File: src/rtl/riscv_ctrl_pkg.sv
// Shared constants for the multi-cycle RISC-V controller: opcodes, FSM states,
// ALU-op / write-back select codes and trap causes.
package riscv_ctrl_pkg;

    localparam logic [6:0] R_TYPE = 7'b0110011;
    localparam logic [6:0] LW     = 7'b0000011;
    localparam logic [6:0] SW     = 7'b0100011;
    localparam logic [6:0] BR     = 7'b1100011;
    localparam logic [6:0] IMM    = 7'b0010011;
    localparam logic [6:0] JAL    = 7'b1101111;
    localparam logic [6:0] JALR   = 7'b1100111;
    localparam logic [6:0] LUI    = 7'b0110111;
    localparam logic [6:0] AUIPC  = 7'b0010111;
    localparam logic [6:0] HALT   = 7'b0000000;

    typedef enum logic [2:0] {
        FETCH  = 3'd0,
        DECODE = 3'd1,
        EXEC   = 3'd2,
        MEM    = 3'd3,
        WB     = 3'd4,
        HALTED = 3'd5,
        TRAP   = 3'd6
    } state_t;

    localparam logic [1:0] ALUOP_ADD    = 2'b00;
    localparam logic [1:0] ALUOP_BRANCH = 2'b01;
    localparam logic [1:0] ALUOP_RTYPE  = 2'b10;
    localparam logic [1:0] ALUOP_ITYPE  = 2'b11;

    localparam logic [1:0] M2R_ALU = 2'b00;
    localparam logic [1:0] M2R_MEM = 2'b01;
    localparam logic [1:0] M2R_PC4 = 2'b10;
    localparam logic [1:0] M2R_IMM = 2'b11;

    localparam logic [1:0] CAUSE_NONE    = 2'b00;
    localparam logic [1:0] CAUSE_ILLEGAL = 2'b01;
    localparam logic [1:0] CAUSE_TIMEOUT = 2'b10;

endpackage

File: src/rtl/ctrl_decode.sv
// Purely combinational opcode classifier: datapath selects, instruction class
// flags and legality (LUI/AUIPC legal only when SUPPORT_UPPER is set).
module ctrl_decode
    import riscv_ctrl_pkg::*;
#(
    parameter int SUPPORT_UPPER = 1
) (
    input  logic [6:0] op,
    output logic       alu_src,
    output logic       alu_src_a,
    output logic [1:0] alu_op,
    output logic [1:0] wb_sel,
    output logic       is_load,
    output logic       is_store,
    output logic       is_branch,
    output logic       is_jal,
    output logic       is_jalr,
    output logic       is_wb,
    output logic       is_halt,
    output logic       legal
);

    always_comb begin
        alu_src   = 1'b0;
        alu_src_a = 1'b0;
        alu_op    = ALUOP_ADD;
        wb_sel    = M2R_ALU;
        is_load   = 1'b0;
        is_store  = 1'b0;
        is_branch = 1'b0;
        is_jal    = 1'b0;
        is_jalr   = 1'b0;
        is_wb     = 1'b0;
        is_halt   = 1'b0;
        legal     = 1'b0;
        case (op)
            R_TYPE: begin
                legal  = 1'b1;
                alu_op = ALUOP_RTYPE;
                is_wb  = 1'b1;
            end
            LW: begin
                legal   = 1'b1;
                alu_src = 1'b1;
                is_load = 1'b1;
                wb_sel  = M2R_MEM;
            end
            SW: begin
                legal    = 1'b1;
                alu_src  = 1'b1;
                is_store = 1'b1;
            end
            BR: begin
                legal     = 1'b1;
                alu_op    = ALUOP_BRANCH;
                is_branch = 1'b1;
            end
            IMM: begin
                legal   = 1'b1;
                alu_src = 1'b1;
                alu_op  = ALUOP_ITYPE;
                is_wb   = 1'b1;
            end
            JAL: begin
                legal  = 1'b1;
                is_jal = 1'b1;
                wb_sel = M2R_PC4;
            end
            JALR: begin
                legal   = 1'b1;
                alu_src = 1'b1;
                alu_op  = ALUOP_ITYPE;
                is_jalr = 1'b1;
                wb_sel  = M2R_PC4;
            end
            // Upper-immediate forms decode fully either way; legal gates them
            LUI: begin
                legal  = (SUPPORT_UPPER != 0);
                is_wb  = 1'b1;
                wb_sel = M2R_IMM;
            end
            AUIPC: begin
                legal     = (SUPPORT_UPPER != 0);
                alu_src   = 1'b1;
                alu_src_a = 1'b1;
                is_wb     = 1'b1;
            end
            HALT: is_halt = 1'b1;
            default: ;
        endcase
    end

endmodule

File: src/rtl/multicycle_controller.sv
// Multi-cycle RISC-V control FSM (FETCH/DECODE/EXEC/MEM/WB) with memory ready
// handshakes, illegal-opcode and dmem-timeout traps, and a retired-instruction counter.
module multicycle_controller
    import riscv_ctrl_pkg::*;
#(
    parameter int SUPPORT_UPPER = 1,
    parameter int MEM_TIMEOUT   = 16,
    parameter int CNT_W         = 32
) (
    input  logic             clk,
    input  logic             reset,
    input  logic [6:0]       opcode,
    input  logic             imem_ready,
    input  logic             dmem_ready,
    output logic             imem_req,
    output logic             ir_write,
    output logic             pc_write,
    output logic             dmem_req,
    output logic             mem_read,
    output logic             mem_write,
    output logic             reg_write,
    output logic             alu_src,
    output logic             alu_src_a,
    output logic [1:0]       mem_to_reg,
    output logic [1:0]       alu_op,
    output logic             branch,
    output logic             jump,
    output logic             jumpr,
    output logic             halt,
    output logic             trap,
    output logic [1:0]       trap_cause,
    output logic [2:0]       state_o,
    output logic [CNT_W-1:0] instret
);

    localparam int WAIT_W = (MEM_TIMEOUT > 1) ? $clog2(MEM_TIMEOUT) : 1;
    localparam logic [WAIT_W-1:0] WAIT_LAST = WAIT_W'((MEM_TIMEOUT > 0) ? MEM_TIMEOUT - 1 : 0);

    state_t            state;
    logic [6:0]        op_q;
    logic [WAIT_W-1:0] wait_cnt;
    logic [6:0]        dec_op;

    logic       d_alu_src, d_alu_src_a, d_is_load, d_is_store, d_is_branch;
    logic       d_is_jal, d_is_jalr, d_is_wb, d_is_halt, d_legal;
    logic [1:0] d_alu_op, d_wb_sel;

    // op_q is only loaded at the end of DECODE, so DECODE classifies the live opcode
    assign dec_op  = (state == DECODE) ? opcode : op_q;
    assign state_o = state;

    ctrl_decode #(.SUPPORT_UPPER(SUPPORT_UPPER)) u_decode (
        .op        (dec_op),
        .alu_src   (d_alu_src),
        .alu_src_a (d_alu_src_a),
        .alu_op    (d_alu_op),
        .wb_sel    (d_wb_sel),
        .is_load   (d_is_load),
        .is_store  (d_is_store),
        .is_branch (d_is_branch),
        .is_jal    (d_is_jal),
        .is_jalr   (d_is_jalr),
        .is_wb     (d_is_wb),
        .is_halt   (d_is_halt),
        .legal     (d_legal)
    );

    always_ff @(posedge clk) begin
        if (reset) begin
            state      <= FETCH;
            op_q       <= '0;
            wait_cnt   <= '0;
            instret    <= '0;
            halt       <= 1'b0;
            trap       <= 1'b0;
            trap_cause <= CAUSE_NONE;
        end else begin
            case (state)
                FETCH: if (imem_ready) state <= DECODE;
                DECODE: begin
                    op_q <= opcode;
                    if (d_is_halt) begin
                        state <= HALTED;
                        halt  <= 1'b1;
                    end else if (!d_legal) begin
                        state      <= TRAP;
                        halt       <= 1'b1;
                        trap       <= 1'b1;
                        trap_cause <= CAUSE_ILLEGAL;
                    end else begin
                        state <= EXEC;
                    end
                end
                EXEC: begin
                    if (d_is_load || d_is_store) begin
                        state    <= MEM;
                        wait_cnt <= '0;
                    end else if (d_is_wb) begin
                        state <= WB;
                    end else begin
                        state   <= FETCH;
                        instret <= instret + CNT_W'(1);
                    end
                end
                // A ready arriving on the timeout cycle still completes the access
                MEM: begin
                    if (dmem_ready) begin
                        if (d_is_store) begin
                            state   <= FETCH;
                            instret <= instret + CNT_W'(1);
                        end else begin
                            state <= WB;
                        end
                    end else if (MEM_TIMEOUT > 0 && wait_cnt == WAIT_LAST) begin
                        state      <= TRAP;
                        halt       <= 1'b1;
                        trap       <= 1'b1;
                        trap_cause <= CAUSE_TIMEOUT;
                    end else begin
                        wait_cnt <= wait_cnt + WAIT_W'(1);
                    end
                end
                WB: begin
                    state   <= FETCH;
                    instret <= instret + CNT_W'(1);
                end
                HALTED, TRAP: state <= state;
                default: state <= FETCH;
            endcase
        end
    end

    always_comb begin
        imem_req   = 1'b0;
        ir_write   = 1'b0;
        pc_write   = 1'b0;
        dmem_req   = 1'b0;
        mem_read   = 1'b0;
        mem_write  = 1'b0;
        reg_write  = 1'b0;
        alu_src    = 1'b0;
        alu_src_a  = 1'b0;
        mem_to_reg = M2R_ALU;
        alu_op     = ALUOP_ADD;
        branch     = 1'b0;
        jump       = 1'b0;
        jumpr      = 1'b0;
        case (state)
            FETCH: begin
                imem_req = 1'b1;
                ir_write = imem_ready;
                pc_write = imem_ready;
            end
            EXEC: begin
                alu_src   = d_alu_src;
                alu_src_a = d_alu_src_a;
                alu_op    = d_alu_op;
                branch    = d_is_branch;
                jump      = d_is_jal;
                jumpr     = d_is_jalr;
                if (d_is_jal || d_is_jalr) begin
                    reg_write  = 1'b1;
                    mem_to_reg = d_wb_sel;
                end
            end
            MEM: begin
                dmem_req  = 1'b1;
                mem_read  = d_is_load;
                mem_write = d_is_store;
            end
            WB: begin
                reg_write  = 1'b1;
                mem_to_reg = d_wb_sel;
                alu_src    = d_alu_src;
                alu_src_a  = d_alu_src_a;
                alu_op     = d_alu_op;
            end
            default: ;
        endcase
    end

endmodule

File: config.mk
export PLATFORM = sky130hd
export DESIGN_NAME = multicycle_controller
export DESIGN_NICKNAME = d
export VERILOG_FILES = /design/src/rtl/riscv_ctrl_pkg.sv /design/src/rtl/ctrl_decode.sv /design/src/rtl/multicycle_controller.sv
export SDC_FILE = /design/constraint.sdc
export NUM_CORES = 1
export LEC_CHECK = 0
export CELL_PAD_IN_SITES_DETAIL_PLACEMENT = 1
export CELL_PAD_IN_SITES_GLOBAL_PLACEMENT = 2
export CORE_MARGIN = 4
export CORE_UTILIZATION = 28
export CTS_CLUSTER_SIZE = 10
export DETAILED_ROUTE_END_ITERATION = 10
export GPL_TIMING_DRIVEN = 0
export PLACE_DENSITY = 0.82
export SLEW_MARGIN = 0
export SYNTH_ARGS = -nofsm -noshare
export SYNTH_HDL_FRONTEND = slang
export SYNTH_HIERARCHICAL = 1
export SYNTH_SLANG_ARGS = --single-unit
export TNS_END_PERCENT = 50
File: constraint.sdc
create_clock -name clk -period 4.92 [get_ports clk]
set_input_delay 1.23 -clock clk [delete_from_list [all_inputs] [get_ports clk]]
set_output_delay 1.23 -clock clk [all_outputs]
set_load 0.005 [all_outputs]
==> results <==
==> cell families (layout without fill, tap and decap cells) <==
group / count (synthesis) / in the layout / share of synthesized area (%)
AO/OA/AOI/OAI: 74 / 74 / 16.25
XOR/XNOR: 10 / 10 / 3.204
adder cells (fa/ha/maj): 2 / 2 / 0.9152
buffers and inverters: 32 / 106 / 4.806
flip-flops: 50 / 50 / 36.61
multiplexers: 10 / 10 / 3.982
AND/OR/NAND/NOR: 171 / 171 / 34.23
==> routing by layer <==
layer  up-vias  part of all wire, %
met3         8                  3.0
li1       1397                    -
met1      1347                   50
met2        39                   46
met5         -                    0
met4         0                  1.1
==> through the flow <==
| stage | area, sq um | utilization [%] | instances |
|---|---|---|---|
| after floorplan | 2734 | - | 349 |
| after global placement | 3536 | 37.73 | 542 |
| after detailed placement | 3536 | 37.73 | 542 |
| after CTS | 3637 | 38.81 | 550 |
| after global routing | 3675 | 39.21 | 552 |
| final | 3675 | 39.21 | 552 |
==> worst min-delay path, stage by stage, from the launching register on <==
cell,delay (ns)
sky130_fd_sc_hd__dfxtp_1,0.34
sky130_fd_sc_hd__o31ai_1,0.07
sky130_fd_sc_hd__a21oi_1,0.05
==> area by class of cell <==
class | count | area, sq um
fillers | 1154 | 5697
multi-input cells | 267 | 1617
plain buffers | 21 | 91.34
flip-flops and latches | 50 | 1001
repair buffers | 66 | 668.1
clock inverters | 2 | 12.51
clock buffers | 6 | 82.58
inverters | 11 | 41.29
well taps | 129 | 161.4
==> power by group through the flow <==
| stage | registers, mW | logic (mW) | clock network [mW] |
|---|---|---|---|
| 2_1_floorplan | 0.464 | 0.249 | 0 |
| 3_3_place_gp | 0.466 | 0.383 | 0 |
| 3_5_place_dp | 0.467 | 0.389 | 0 |
| 4_1_cts | 0.458 | 0.395 | 0.274 |
| 5_1_grt | 0.462 | 0.459 | 0.290 |
| 6_report | 0.457 | 0.411 | 0.263 |
==> flip-flops by register name (all words and copies together) (netlist names) <==
name,flops
wait_cnt,4
trap_cause,2
instret,32
trap,1
op_q,7
state_o,3
halt,1
==> repair_timing <==
item                                    4_1_cts  5_1_grt
setup buffers                                 0        2
cloned                                        0        0
pin swaps                                     0        0
endpoints found under the setup margin        3        4
gates resized for setup                       1        4
==> worst max-delay path by stage <==
stage | startpoint | end | slack (ns)
final | opcode[4] | mem_to_reg[1] | 0.19
after global routing | opcode[4] | mem_to_reg[1] | 0.001
after CTS | state_o[0]$_SDFFE_PP0P_ | mem_write | 0.0005
after detailed placement | opcode[6] | mem_write | 0.07
after global placement | opcode[6] | mem_write | 0.10
after floorplan | opcode[4] | mem_to_reg[0] | 1.22
==> cells in the final DEF (no fill, tap or decap), types with 3 or more instances in the layout <==
cell	n
sky130_fd_sc_hd__a21oi_1	33
sky130_fd_sc_hd__a31oi_1	3
sky130_fd_sc_hd__and2_1	10
sky130_fd_sc_hd__and3_1	5
sky130_fd_sc_hd__buf_2	6
sky130_fd_sc_hd__clkbuf_1	11
sky130_fd_sc_hd__clkbuf_8	6
sky130_fd_sc_hd__clkdlybuf4s50_1	64
sky130_fd_sc_hd__dfxtp_1	50
sky130_fd_sc_hd__inv_1	10
sky130_fd_sc_hd__mux2_2	7
sky130_fd_sc_hd__mux2i_1	3
sky130_fd_sc_hd__nand2_1	26
sky130_fd_sc_hd__nand2b_1	3
sky130_fd_sc_hd__nand3_1	26
sky130_fd_sc_hd__nand4_1	7
sky130_fd_sc_hd__nand4b_1	3
sky130_fd_sc_hd__nor2_1	36
sky130_fd_sc_hd__nor2b_1	11
sky130_fd_sc_hd__nor3_1	4
sky130_fd_sc_hd__nor3b_1	3
sky130_fd_sc_hd__o21ai_0	13
sky130_fd_sc_hd__o31ai_1	14
sky130_fd_sc_hd__or3_1	10
sky130_fd_sc_hd__or4_1	14
sky130_fd_sc_hd__xor2_1	8
==> flow_results.xml <==
<?xml version="1.0" encoding="UTF-8"?>
<metrics>
  <group name="status">
    <metric name="outcome" unit="">complete, no violations</metric>
  </group>
  <group name="synth">
    <metric name="yosysSeqAreaShare" unit="%">36.61</metric>
    <metric name="synth-edff-count" unit="">0</metric>
    <metric name="post-synth-top-count-cell" unit="">sky130_fd_sc_hd__dfxtp_1</metric>
    <metric name="syn_inst" unit="">349</metric>
    <metric name="synth.yosys.warnings" unit="">6</metric>
    <metric name="post_synth.cell_area_avg" unit="sq um">7.833</metric>
    <metric name="ys_top_cells_by_count" unit="">50 x sky130_fd_sc_hd__dfxtp_1, 36 x sky130_fd_sc_hd__nor2_1, 34 x sky130_fd_sc_hd__a21oi_1, 26 x sky130_fd_sc_hd__nand2_1, 26 x sky130_fd_sc_hd__nand3_1</metric>
    <metric name="synthesized_area" unit="sq um">2734</metric>
    <metric name="synth.distinct_cells" unit="">50</metric>
    <metric name="async_flop_share" unit="%">0</metric>
    <metric name="dominantRegCellSynth" unit="">sky130_fd_sc_hd__dfxtp_1</metric>
    <metric name="register_bit_total_from_synthesis" unit="">50</metric>
    <metric name="synthTopCellsByArea" unit="">sky130_fd_sc_hd__dfxtp_1 37%, sky130_fd_sc_hd__a21oi_1 6.2%, sky130_fd_sc_hd__nor2_1 4.9%</metric>
    <metric name="synth.net_count" unit="">362</metric>
    <metric name="yosysTopAreaCellShare" unit="%">36.61</metric>
    <metric name="synth_top_cell_by_area" unit="">sky130_fd_sc_hd__dfxtp_1</metric>
  </group>
  <group name="timing">
    <metric name="min_period_over_period" unit="%">96.16</metric>
    <metric name="slew-limit-headroom" unit="%">42.17</metric>
    <metric name="drv_slew" unit="">0</metric>
    <metric name="tightest_slew" unit="ns">0.8595</metric>
    <metric name="rsz0062_at_grt" unit="">no</metric>
    <metric name="finalClockSkew" unit="ns">0.01805</metric>
    <metric name="finalSetupTns" unit="ns">0</metric>
    <metric name="setup_viol" unit="">0</metric>
    <metric name="finalHoldViolCount" unit="">0</metric>
    <metric name="period_needed" unit="ns">4.731</metric>
    <metric name="finalHoldWorstSlack" unit="ns">0.4972</metric>
    <metric name="fin_ws" unit="ns">0.1890</metric>
    <metric name="fmax" unit="GHz">0.2114</metric>
  </group>
  <group name="critical_path">
    <metric name="timing.critical_path.slowest_cell_delay" unit="ns">0.49</metric>
    <metric name="crit_type" unit="">primary input to output pin</metric>
    <metric name="path_cells" unit="">clkdlybuf4s50_1 &gt; mux2_2 &gt; and2b_1 &gt; nand3_1 &gt; nor2_1 &gt; o21ai_0 &gt; a21oi_2 &gt; and2_1 &gt; clkdlybuf4s50_1</metric>
    <metric name="timing.critical_path.from_type" unit="">primary input</metric>
    <metric name="cp_top_family" unit="">buffers and inverters</metric>
    <metric name="rrSetupSlack" unit="ns">0.88</metric>
    <metric name="worst_endpoint_required_time" unit="ns">3.69</metric>
    <metric name="timing.critical_path.buf_inv" unit="">2</metric>
    <metric name="r2r-end" unit="">instret[27]$_SDFFE_PP0P_</metric>
    <metric name="worst_r2r_startpoint" unit="">state_o[2]$_SDFFE_PP0P_</metric>
    <metric name="critical_path.max_fanout" unit="">8</metric>
    <metric name="endpoint_kind" unit="">output pin</metric>
    <metric name="cp_data_arrival_time" unit="ns">3.50</metric>
    <metric name="timing.critical_path.mode_cell" unit="">sky130_fd_sc_hd__clkdlybuf4s50_1</metric>
    <metric name="cp_num_cells" unit="">9</metric>
    <metric name="crit_slowest_cell" unit="">sky130_fd_sc_hd__clkdlybuf4s50_1</metric>
    <metric name="r2r.worst_path.cells" unit="">16</metric>
  </group>
  <group name="layout">
    <metric name="syn2layout_area_growth" unit="%">34.42</metric>
    <metric name="drive_above_1_share" unit="%">8.274</metric>
    <metric name="antenna_cells" unit="">0</metric>
    <metric name="layout.nets" unit="">435</metric>
  </group>
  <group name="clock_network">
    <metric name="cts_num_sinks" unit="">50</metric>
    <metric name="clockBufferDepth" unit="">2</metric>
    <metric name="clk-insertion-delay-late" unit="ns">0.32</metric>
    <metric name="cts.htree.levels" unit="">2</metric>
    <metric name="clock_pin_slew_worst_setup_and_hold_paths" unit="ns">0.11</metric>
    <metric name="tritoncts_clock_tree" unit="">built</metric>
    <metric name="cts_root_buffer" unit="">sky130_fd_sc_hd__clkbuf_8</metric>
    <metric name="cts_buffers" unit="">5</metric>
    <metric name="cts_hold_buffers" unit="">0</metric>
  </group>
  <group name="global_route">
    <metric name="grt.overflow.total" unit="">0</metric>
    <metric name="maximum_number_of_pins_on_one_net_before_global_route_repair" unit="">16</metric>
    <metric name="global_route_wire_length_before_repair" unit="um">14180</metric>
    <metric name="groute.layer.met1.usage" unit="%">20.17</metric>
    <metric name="grt.busiest_layer" unit="">met2</metric>
    <metric name="grt_antenna_before_repair" unit="">0</metric>
    <metric name="grt_use_met3" unit="%">2.769</metric>
    <metric name="first_global_vias" unit="">2892</metric>
    <metric name="groute.usage.overall" unit="%">15.04</metric>
    <metric name="grt_util_met2" unit="%">24.91</metric>
  </group>
  <group name="pwr">
    <metric name="power_frac_seq" unit="%">40.4</metric>
    <metric name="switching_share" unit="%">34.70</metric>
    <metric name="power_per_cell_area" unit="nW/um^2">307.7</metric>
    <metric name="power.ir.vdd_worst" unit="V">0.0001358</metric>
    <metric name="total_power" unit="mW">1.131</metric>
    <metric name="internal_power_contribution" unit="uW">738.4</metric>
    <metric name="switchingPower" unit="uW">392.4</metric>
    <metric name="leakage" unit="nW">1.151</metric>
    <metric name="power.share.clock" unit="%">23.3</metric>
    <metric name="power.combinational.fraction" unit="%">36.3</metric>
  </group>
  <group name="floorplanning">
    <metric name="dieWidth" unit="um">106.8</metric>
    <metric name="io-pin-count" unit="">66</metric>
    <metric name="chipHeight" unit="um">106.8</metric>
    <metric name="floorplan.initialDensity" unit="%">29.17</metric>
    <metric name="placementRows" unit="">35</metric>
    <metric name="placeableCoreArea" unit="sq um">9371</metric>
    <metric name="design.die.area" unit="sq um">11410</metric>
  </group>
  <group name="route">
    <metric name="drc" unit="">0</metric>
    <metric name="firstDrtPassIters" unit="">4</metric>
    <metric name="via_count" unit="">2791</metric>
    <metric name="wire_per_inst" unit="um">15.18</metric>
    <metric name="total_wirelength_of_the_detailed_routed_design" unit="um">8377</metric>
    <metric name="vias_per_cell" unit="">5.056</metric>
    <metric name="ant_nets_after_route" unit="">0</metric>
    <metric name="initialDrtViolationCount" unit="">73</metric>
  </group>
  <group name="run">
    <metric name="maxCapViolCount" unit="">0</metric>
  </group>
  <group name="placed_design">
    <metric name="port_buffers" unit="">64</metric>
    <metric name="pre_cts_slack" unit="ns">0.07460</metric>
    <metric name="detailedPlacementHpwl" unit="um">6268</metric>
    <metric name="place.gp.congestion" unit="">0.7864</metric>
  </group>
  <group name="min_path">
    <metric name="hp-class" unit="">flop to flop</metric>
    <metric name="source_of_the_worst_hold_timing_path" unit="">instret[31]$_SDFFE_PP0P_</metric>
    <metric name="min_delay_path_depth" unit="">2</metric>
    <metric name="hold_path_end" unit="">instret[31]$_SDFFE_PP0P_</metric>
  </group>
</metrics>
Power figures use the tool's default switching activity.
